--- config.mk ---
export PLATFORM = sky130hd
export DESIGN_NAME = fp_stage_enable_sequencer
export DESIGN_NICKNAME = d
export VERILOG_FILES = /design/src/rtl/fp_ctrl_pkg.sv /design/src/rtl/fp_pulse_delay.sv /design/src/rtl/fp_stage_enable_sequencer.sv
export SDC_FILE = /design/constraint.sdc
export NUM_CORES = 1
export LEC_CHECK = 0
export ABC_AREA = 1
export ABC_CLOCK_PERIOD_IN_PS = 3900
export CAP_MARGIN = 10
export CORE_UTILIZATION = 25
export DETAILED_ROUTE_END_ITERATION = 8
export GPL_TIMING_DRIVEN = 0
export PLACE_DENSITY_LB_ADDON = 0.25
export SYNTH_ARGS = -nofsm -noshare
export SYNTH_HDL_FRONTEND = slang
export SYNTH_SLANG_ARGS = --single-unit
export TNS_END_PERCENT = 5
--- constraint.sdc ---
create_clock -name clk -period 3.9 [get_ports clk]
set_input_delay 0.39 -clock clk [delete_from_list [all_inputs] [get_ports clk]]
set_output_delay 0.39 -clock clk [all_outputs]
set_load 0.1 [all_outputs]
--- src/rtl/fp_ctrl_pkg.sv ---
`default_nettype none
// ============================================================================
//  Module      : fp_ctrl_pkg
//  Description : Shared defaults and limits for the FP pipeline stage-enable
//                sequencer and its delay sub-module.
//  Revision    : 1.0 - initial release
// ============================================================================
package fp_ctrl_pkg;

    localparam int DEF_CNT_W      = 4;
    localparam int DEF_NUM_STAGES = 2;
    localparam int DEF_STAGE_DLY  = 10;

    localparam int MAX_STAGES     = 8;
    localparam int MAX_STAGE_DLY  = 64;

endpackage
`default_nettype wire

--- src/rtl/fp_pulse_delay.sv ---
`default_nettype none
// ============================================================================
//  Module      : fp_pulse_delay
//  Description : Fixed DLY-cycle registered delay line for one-cycle pulses,
//                with a synchronous flush that empties the whole line.
//  Revision    : 1.0 - initial release
// ============================================================================
module fp_pulse_delay #(
    parameter int DLY = 1
) (
    input  logic clk,
    input  logic rst_n,
    input  logic flush,
    input  logic din,
    output logic dout
);

    logic [DLY-1:0] r_sr;

    always_ff @(posedge clk or negedge rst_n) begin
        if (!rst_n) begin
            r_sr <= '0;
        end else if (flush) begin
            r_sr <= '0;
        end else begin
            r_sr[0] <= din;
            for (int i = 1; i < DLY; i++) begin
                r_sr[i] <= r_sr[i-1];
            end
        end
    end

    assign dout = r_sr[DLY-1];

endmodule
`default_nettype wire

--- src/rtl/fp_stage_enable_sequencer.sv ---
`default_nettype none
// ============================================================================
//  Module      : fp_stage_enable_sequencer
//  Description : Periodic stage-0 enable pulse generator with a delayed pulse
//                per downstream pipeline stage and a busy indication.
//                Optional pulse counter output enabled by FP_SEQ_PULSE_CNT_EN.
//  Revision    : 1.0 - initial release
// ============================================================================
module fp_stage_enable_sequencer
    import fp_ctrl_pkg::*;
#(
    parameter int CNT_W         = DEF_CNT_W,
    parameter int NUM_STAGES    = DEF_NUM_STAGES,
    parameter int STAGE_DLY     = DEF_STAGE_DLY,
    parameter int DRAIN_ON_STOP = 1
) (
    input  logic                  clk,
    input  logic                  rst_n,
    input  logic                  ena_fft_core,
    input  logic [CNT_W-1:0]      period_cfg,
    output logic [NUM_STAGES-1:0] ena_stage,
    output logic                  busy
`ifdef FP_SEQ_PULSE_CNT_EN
    ,
    output logic [15:0]           pulse_cnt
`endif
);

    // Cycles a pulse spends in the chain after leaving stage 0.
    localparam int c_DRAIN_LEN = (NUM_STAGES - 1) * STAGE_DLY;
    localparam int c_TMR_W     = $clog2((MAX_STAGES - 1) * MAX_STAGE_DLY + 1);

    logic [CNT_W-1:0]      r_period_q;
    logic [CNT_W-1:0]      r_count;
    logic                  r_stage0;
    logic [c_TMR_W-1:0]    r_drain_tmr;
    logic                  w_issue;
    logic                  w_flush;
    logic [NUM_STAGES-1:0] w_stage;

    assign w_issue = ena_fft_core & (r_count == r_period_q);
    assign w_flush = (DRAIN_ON_STOP == 0) ? ~ena_fft_core : 1'b0;

    always_ff @(posedge clk or negedge rst_n) begin
        if (!rst_n) begin
            r_period_q <= '0;
            r_count    <= '0;
            r_stage0   <= 1'b0;
        end else if (ena_fft_core) begin
            if (w_issue) begin
                r_count  <= '0;
                r_stage0 <= 1'b1;
            end else begin
                r_count  <= r_count + 1'b1;
                r_stage0 <= 1'b0;
            end
        end else begin
            r_period_q <= period_cfg;
            r_count    <= '0;
            r_stage0   <= 1'b0;
        end
    end

    assign w_stage[0] = r_stage0;

    generate
        for (genvar k = 1; k < NUM_STAGES; k++) begin : g_stage
            fp_pulse_delay #(
                .DLY (STAGE_DLY)
            ) u_dly (
                .clk   (clk),
                .rst_n (rst_n),
                .flush (w_flush),
                .din   (w_stage[k-1]),
                .dout  (w_stage[k])
            );
        end
    endgenerate

    assign ena_stage = w_stage;

    // Non-zero exactly while the newest issued pulse sits inside the chain
    // between stage 0 and the last stage, so the delay lines need not expose
    // their internal bits.
    always_ff @(posedge clk or negedge rst_n) begin
        if (!rst_n) begin
            r_drain_tmr <= '0;
        end else if (w_flush) begin
            r_drain_tmr <= '0;
        end else if (w_issue) begin
            r_drain_tmr <= c_TMR_W'(c_DRAIN_LEN);
        end else if (r_drain_tmr != '0) begin
            r_drain_tmr <= r_drain_tmr - 1'b1;
        end
    end

    assign busy = rst_n & (ena_fft_core | (|w_stage) | (r_drain_tmr != '0));

`ifdef FP_SEQ_PULSE_CNT_EN
    logic        r_ena_d;
    logic [15:0] r_pulse_cnt;

    always_ff @(posedge clk or negedge rst_n) begin
        if (!rst_n) begin
            r_ena_d     <= 1'b0;
            r_pulse_cnt <= '0;
        end else begin
            r_ena_d <= ena_fft_core;
            if (ena_fft_core && !r_ena_d) begin
                r_pulse_cnt <= 16'(w_issue);
            end else if (w_issue) begin
                r_pulse_cnt <= r_pulse_cnt + 1'b1;
            end
        end
    end

    assign pulse_cnt = r_pulse_cnt;
`endif

endmodule
`default_nettype wire

Word-level counts from Yosys, hierarchy flattened
Index checks and enable logic that the tools add are counted.

Latch bits: 0. Memory bits (read-only): 0. Memories: 0. RAM bits: 0. Bits in registers: 28. Input port bits: 7.

Reductions and logical operators: 3. $lt $le $gt $ge: 0. Multiplexer cells: 6. Equality and inequality tests: 1. Div/mod/pow operators: 0. $mul: 0. $add $sub $neg: 2. Bitwise logic cells: 4. Shift-type cells: 0.

Operator list (number): $mux 9 (2); $reduce_bool 9->1 (1); $sub 9x1->9 const B (1); $mux 4 (2); $add 4x1->4 const B (1); $eq 4x4->1 (1); $and 1x1->1 (2); $mux 1 (2); $or 1x1->1 (2); $reduce_bool 2->1 (1); $reduce_or 2->1 (1).

Logic depth before layout (Yosys ltp)
Word-level depth: 4. Gate-level depth with buffers: 8. Gate-level depth less buffers: 8.

Modules after synthesis
From an unflattened synthesis, not the netlist that was laid out.

Cell total of the unflattened synthesis: 157. Area, all modules: 1318.8 sq um.

Modules (own cells, without submodules): fp_stage_enable_sequencer (instances 1, seq. area each 450.4 sq um, area an instance 982.2 sq um, cells an instance 126); fp_pulse_delay (instances 1, seq. area each 250.2 sq um, area an instance 336.6 sq um, cells an instance 31).

Least setup slack after synthesis
Ideal clock, no wire load.

Kind: flip-flop to output port. Start point: register r_drain_tmr[0]. End point: output port busy. Data arrival time: 1577 ps. Setup slack: 1933 ps. Stages on the path, launching flop included: 8. Path buffers: 0. Data required time: 3510 ps. Path through: dfrtp_1 inv_1 ha_1 nand2_2 nor2_4 nand2_4 o21ai_1 inv_1.

Cells in the longest elaborated chain, start to end: 3.

Ends and longest elaborated chain: from (decl) (line fp_stage_enable_sequencer.sv:36) `logic [c_TMR_W-1:0] r_drain_tmr;`; from (signal assigned) (line fp_stage_enable_sequencer.sv:91) `r_drain_tmr <= c_TMR_W'(c_DRAIN_LEN);`; from (signal assigned) (line fp_stage_enable_sequencer.sv:93) `r_drain_tmr <= r_drain_tmr - 1'b1;`; $reduce_bool 9->1 (line fp_stage_enable_sequencer.sv:97) `assign busy = rst_n & (ena_fft_core | (|w_stage) | (r_drain_tmr != '0));`; $or 1x1->1 (line fp_stage_enable_sequencer.sv:97); $and 1x1->1 (line fp_stage_enable_sequencer.sv:97); to (decl) (line fp_stage_enable_sequencer.sv:22) `output logic busy`.

No other way between the ends.

Final worst setup path
Start point: input port rst_n. End point: output port busy.

Cells in the longest elaborated chain, start to end: 1.

Ends and longest elaborated chain: from (decl) (line fp_stage_enable_sequencer.sv:18) `input logic rst_n,`; $and 1x1->1 (line fp_stage_enable_sequencer.sv:97).

No other way between the ends.

==> results by group <==
CTS
  • Setup repair bufs after CTS: 0
  • H-tree depth: 1
  • Later-pin clock latency in the skew report: 0.27 ns
  • Clk pin slew, worst setup/hold paths: 0.09 ns
  • Hold_buf cts: 0
  • Clock tree from TritonCTS: built
  • Master cell of the clock root buffer: sky130_fd_sc_hd__clkbuf_8
  • Sinks on Clock Net: 28
  • Number of buffers created by CTS: 3
  • Post-CTS sizing: 0
  • Maximum buffer depth of the clock tree: 2

Cells and area
  • Syn-to-layout area delta: 22.3%
  • Ratio of cells with drive above 1 in the final layout: 10.7%
  • Layout net count: 160
  • ANT cells: 0

Synthesis
  • Combined area of all synthesized cells: 1220 sq um
  • Share of the synthesized area in the top cell type: 57.2%
  • Fraction of synthesized cell area in xor and xnor cells: 2.86%
  • Dominant combinational cell family by area after synthesis: simple AND/OR/NAND/NOR gates
  • Most frequently used flop master after synthesis: sky130_fd_sc_hd__dfrtp_1
  • Sequential element share of the synthesized area: 57.2%
  • Post-synth net total: 145
  • Proportion of synthesized flip-flops having asynchronous set or reset: 100%
  • Instance count of the mapped netlist: 136
  • Most area-consuming cells after synthesis: sky130_fd_sc_hd__dfrtp_1, sky130_fd_sc_hd__inv_1, sky130_fd_sc_hd__nand2_1
  • Mux cell area share after synthesis: 0.919%
  • Post-synthesis compound-gate area fraction: 2.66%
  • Number of flops mapped to enable cells by yosys: 0
  • Area leader, netlist: sky130_fd_sc_hd__dfrtp_1
  • Syn. warnings: 0
  • Adder-Cell Fraction of Synth Area: 2.04%
  • Synthesized-area fraction occupied by and/or/nand/nor cells: 24.1%
  • Synth Register Bits: 28
  • Number of library cell types mapped by synthesis: 22
  • Synthesized area per cell: 9.01 sq um

Timing
  • Actual transition at the worst max-transition pin: 0.960 ns
  • Final TNS setup: 0 ns
  • Worst setup skew after layout: 0.00612 ns
  • Post-layout minimum cycle time: 3.20 ns
  • Fin crit share: 82.1%
  • Number of hold violations in the final report: 0
  • Worst Slack Setup Final: 0.698 ns
  • Setup repair after global routing missed its margin: no
  • Final setup fails: 0
  • Number of max-slew violations in the final report: 0
  • Slew margin rel.: 35.8%
  • Peak clock frequency supported by timing: 312 MHz

Global route
  • Maximum number of pins on one net before global-route repair: 19
  • First-pass GRT wire length: 3.94 mm
  • Global Route Usage Sum: 9.85%
  • Number of global-route vias before repair: 919
  • Antenna violations before repair: 0
  • Aggregate global routing overflow: 0

Power
  • Combinational power share: 28.1%
  • Largest vdd supply drop: 238 uV
  • Power per Cell Area: 572 nW/um^2
  • Fraction of power spent switching nets: 32.7%
  • Fraction of power consumed by sequential logic: 45.6%
  • Clock power share: 26.3%
  • Leakage power figure: 0.811 nW
  • P_int: 0.576 mW
  • Net switching power figure: 0.280 mW

Detailed routing
  • Detail Route met3 WL: 75 microns
  • Detailed Route Iter0 Violations: 38
  • Final wirelength: 2.04 mm
  • Number of vias in the routed layout: 861
  • Drt drc: 0
  • Met2 wire len: 991 microns
  • Max layer used: met4
  • Post-detailed-route via-to-cell ratio: 3.97
  • Post-detailed-route count of antenna-violating nets: 0
  • DRT met1 WL: 942 microns
  • First-pass detailed-route iteration total: 4
  • Detail-routed net length per standard cell: 9.39 microns

Place
  • Post-DP HPWL: 1.53 mm
  • Port bufs: 9
  • Final weighted congestion in routability-driven placement: 0.774
  • Pre-CTS setup slack: 0.641 ns

Floorplan
  • Die Height: 72.0 microns
  • Number of top-level pins: 10
  • Die Footprint: 5180 sq um
  • Core Area: 4720 sq um
  • Horizontal extent of the die: 72.0 microns
  • Initial Utilization: 25.9%
  • Number of placement rows: 25

Critical path
  • Worst Path Max Fanout: 18
  • Buffers plus inverters on the worst setup path: 4
  • Cell with the largest stage delay on the worst path: sky130_fd_sc_hd__clkdlybuf4s50_1
  • Data required time of the worst path: 3.51 ns
  • Category of the critical setup timing path: primary input to primary output
  • Slowest stage delay, CP: 1.11 ns
  • Category of cells accounting for the largest share of critical-path delay: buffers and inverters
  • Start point of the critical path: rst_n
  • Worst path arrival time: 2.81 ns
  • Critical path capture point type: primary output
  • Reg2reg start: r_drain_tmr[0]
  • Library cell appearing most often on the critical path: sky130_fd_sc_hd__clkdlybuf4s50_1
  • Series of cell instances along the critical path: clkdlybuf4s50_1 -> buf_16 -> o21ai_1 -> inv_1 -> clkdlybuf4s50_1
  • CP Launch Type: primary input

Job
  • Maxcap violations: 0

Min path
  • HP Class: flop to flop
  • Worst min-delay path startpoint: g_stage[1].u_dly.r_sr[2]

Status
  • Run status: complete, no violations
[logic make-up (layout without fill, tap and decap cells)]
family,count (synthesis),in the layout
compound gates,6,6
xor+xnor,4,4
fa+ha+maj,2,2
buf+inv,30,44
flops,28,28
mux,1,1
simple gates,65,65
[worst register-to-register path, cell delays in order (launching register included)]
cell and delay, ns:
sky130_fd_sc_hd__dfrtp_1 0.41, sky130_fd_sc_hd__inv_1 0.12, sky130_fd_sc_hd__ha_1 0.26, sky130_fd_sc_hd__nand2_2 0.12, sky130_fd_sc_hd__nor2_4 0.16, sky130_fd_sc_hd__nand2_4 0.11, sky130_fd_sc_hd__nand3_1 0.08, sky130_fd_sc_hd__nand3_1 0.06
[layout by cell type, fill, tap and decap left out]
master,count
sky130_fd_sc_hd__inv_1,26
sky130_fd_sc_hd__o21bai_1,1
sky130_fd_sc_hd__buf_16,1
sky130_fd_sc_hd__nor2_1,20
sky130_fd_sc_hd__nand2_2,2
sky130_fd_sc_hd__nand2_1,24
sky130_fd_sc_hd__bufinv_16,1
sky130_fd_sc_hd__mux2_2,1
sky130_fd_sc_hd__clkbuf_8,3
sky130_fd_sc_hd__dfrtp_1,28
sky130_fd_sc_hd__nand3_2,1
sky130_fd_sc_hd__a21oi_1,3
sky130_fd_sc_hd__xnor2_1,1
sky130_fd_sc_hd__o21ai_1,1
sky130_fd_sc_hd__nor2_4,1
sky130_fd_sc_hd__nor2_2,1
sky130_fd_sc_hd__clkdlybuf4s50_1,9
sky130_fd_sc_hd__nand4_1,2
sky130_fd_sc_hd__buf_2,1
sky130_fd_sc_hd__or3_1,1
sky130_fd_sc_hd__xor2_1,3
sky130_fd_sc_hd__ha_1,2
sky130_fd_sc_hd__nand3_1,12
sky130_fd_sc_hd__nand2_4,1
sky130_fd_sc_hd__o21ai_0,1
sky130_fd_sc_hd__buf_4,3
[path summary, 6_finish.rpt]
kind / to / slack [ns] / cells past startpoint
max in group asynchronous: g_stage[1].u_dly.r_sr[8] / 2.84 / 2
min reg2reg: g_stage[1].u_dly.r_sr[3] / 0.36 / 0
min in group asynchronous: r_count[0] / 0.54 / 1
max reg2reg: r_drain_tmr[3] / 2.48 / 7
max: busy / 0.70 / 5
min: g_stage[1].u_dly.r_sr[3] / 0.36 / 0
[final cells by class]
class / count / area (sq um)
tap: 67 / 83.8
sequential: 28 / 701
timing repair buffer: 10 / 118
multi-input combinational: 78 / 399
clock buffer: 3 / 41.3
fill: 502 / 3230
inverter: 26 / 97.6
clock inverter: 1 / 30.0
buffer: 4 / 27.5
[stage by stage]
stage	cell area [sq um]	utilization, %	hold WS (ns)	instances	power, mW
after floorplan	1220	-	0.0944	136	0.580
after global placement	1400	29.6	0.338	212	0.626
after detailed placement	1430	30.2	0.340	213	0.643
after CTS	1500	31.7	0.363	217	0.875
after global routing	1500	31.7	0.370	217	0.940
final	1500	31.7	0.357	217	0.856
[cell usage after synthesis, types with 2 or more instances]
library cell	count
sky130_fd_sc_hd__xor2_1	3
sky130_fd_sc_hd__nand2_1	24
sky130_fd_sc_hd__nand4_1	2
sky130_fd_sc_hd__nand3_1	12
sky130_fd_sc_hd__ha_1	2
sky130_fd_sc_hd__buf_4	3
sky130_fd_sc_hd__inv_1	26
sky130_fd_sc_hd__dfrtp_1	28
sky130_fd_sc_hd__nand2_2	2
sky130_fd_sc_hd__nor2_1	20
sky130_fd_sc_hd__a21oi_1	3
[power by group through the flow]
stage | combinational, mW | sequential, mW | clock, mW
after floorplan | 0.195 | 0.385 | 0
after global placement | 0.231 | 0.395 | 0
after detailed placement | 0.245 | 0.398 | 0
after CTS | 0.247 | 0.392 | 0.236
after global routing | 0.292 | 0.400 | 0.247
final | 0.241 | 0.390 | 0.225
[state kept, by name, summed over array words and instances (netlist names)]
register and flops:
r_stage0 1, g_stage.u_dly.r_sr 10, r_drain_tmr 9, r_count 4, r_period_q 4
[per-layer routing]
layer  GRT usage [%]  vias up
met4            2.61        0
met2            17.8        9
met3            2.92        5
li1                -      436
met1            11.3      411
met5               0        -
Note: power is estimated with default switching activity, not from simulation.
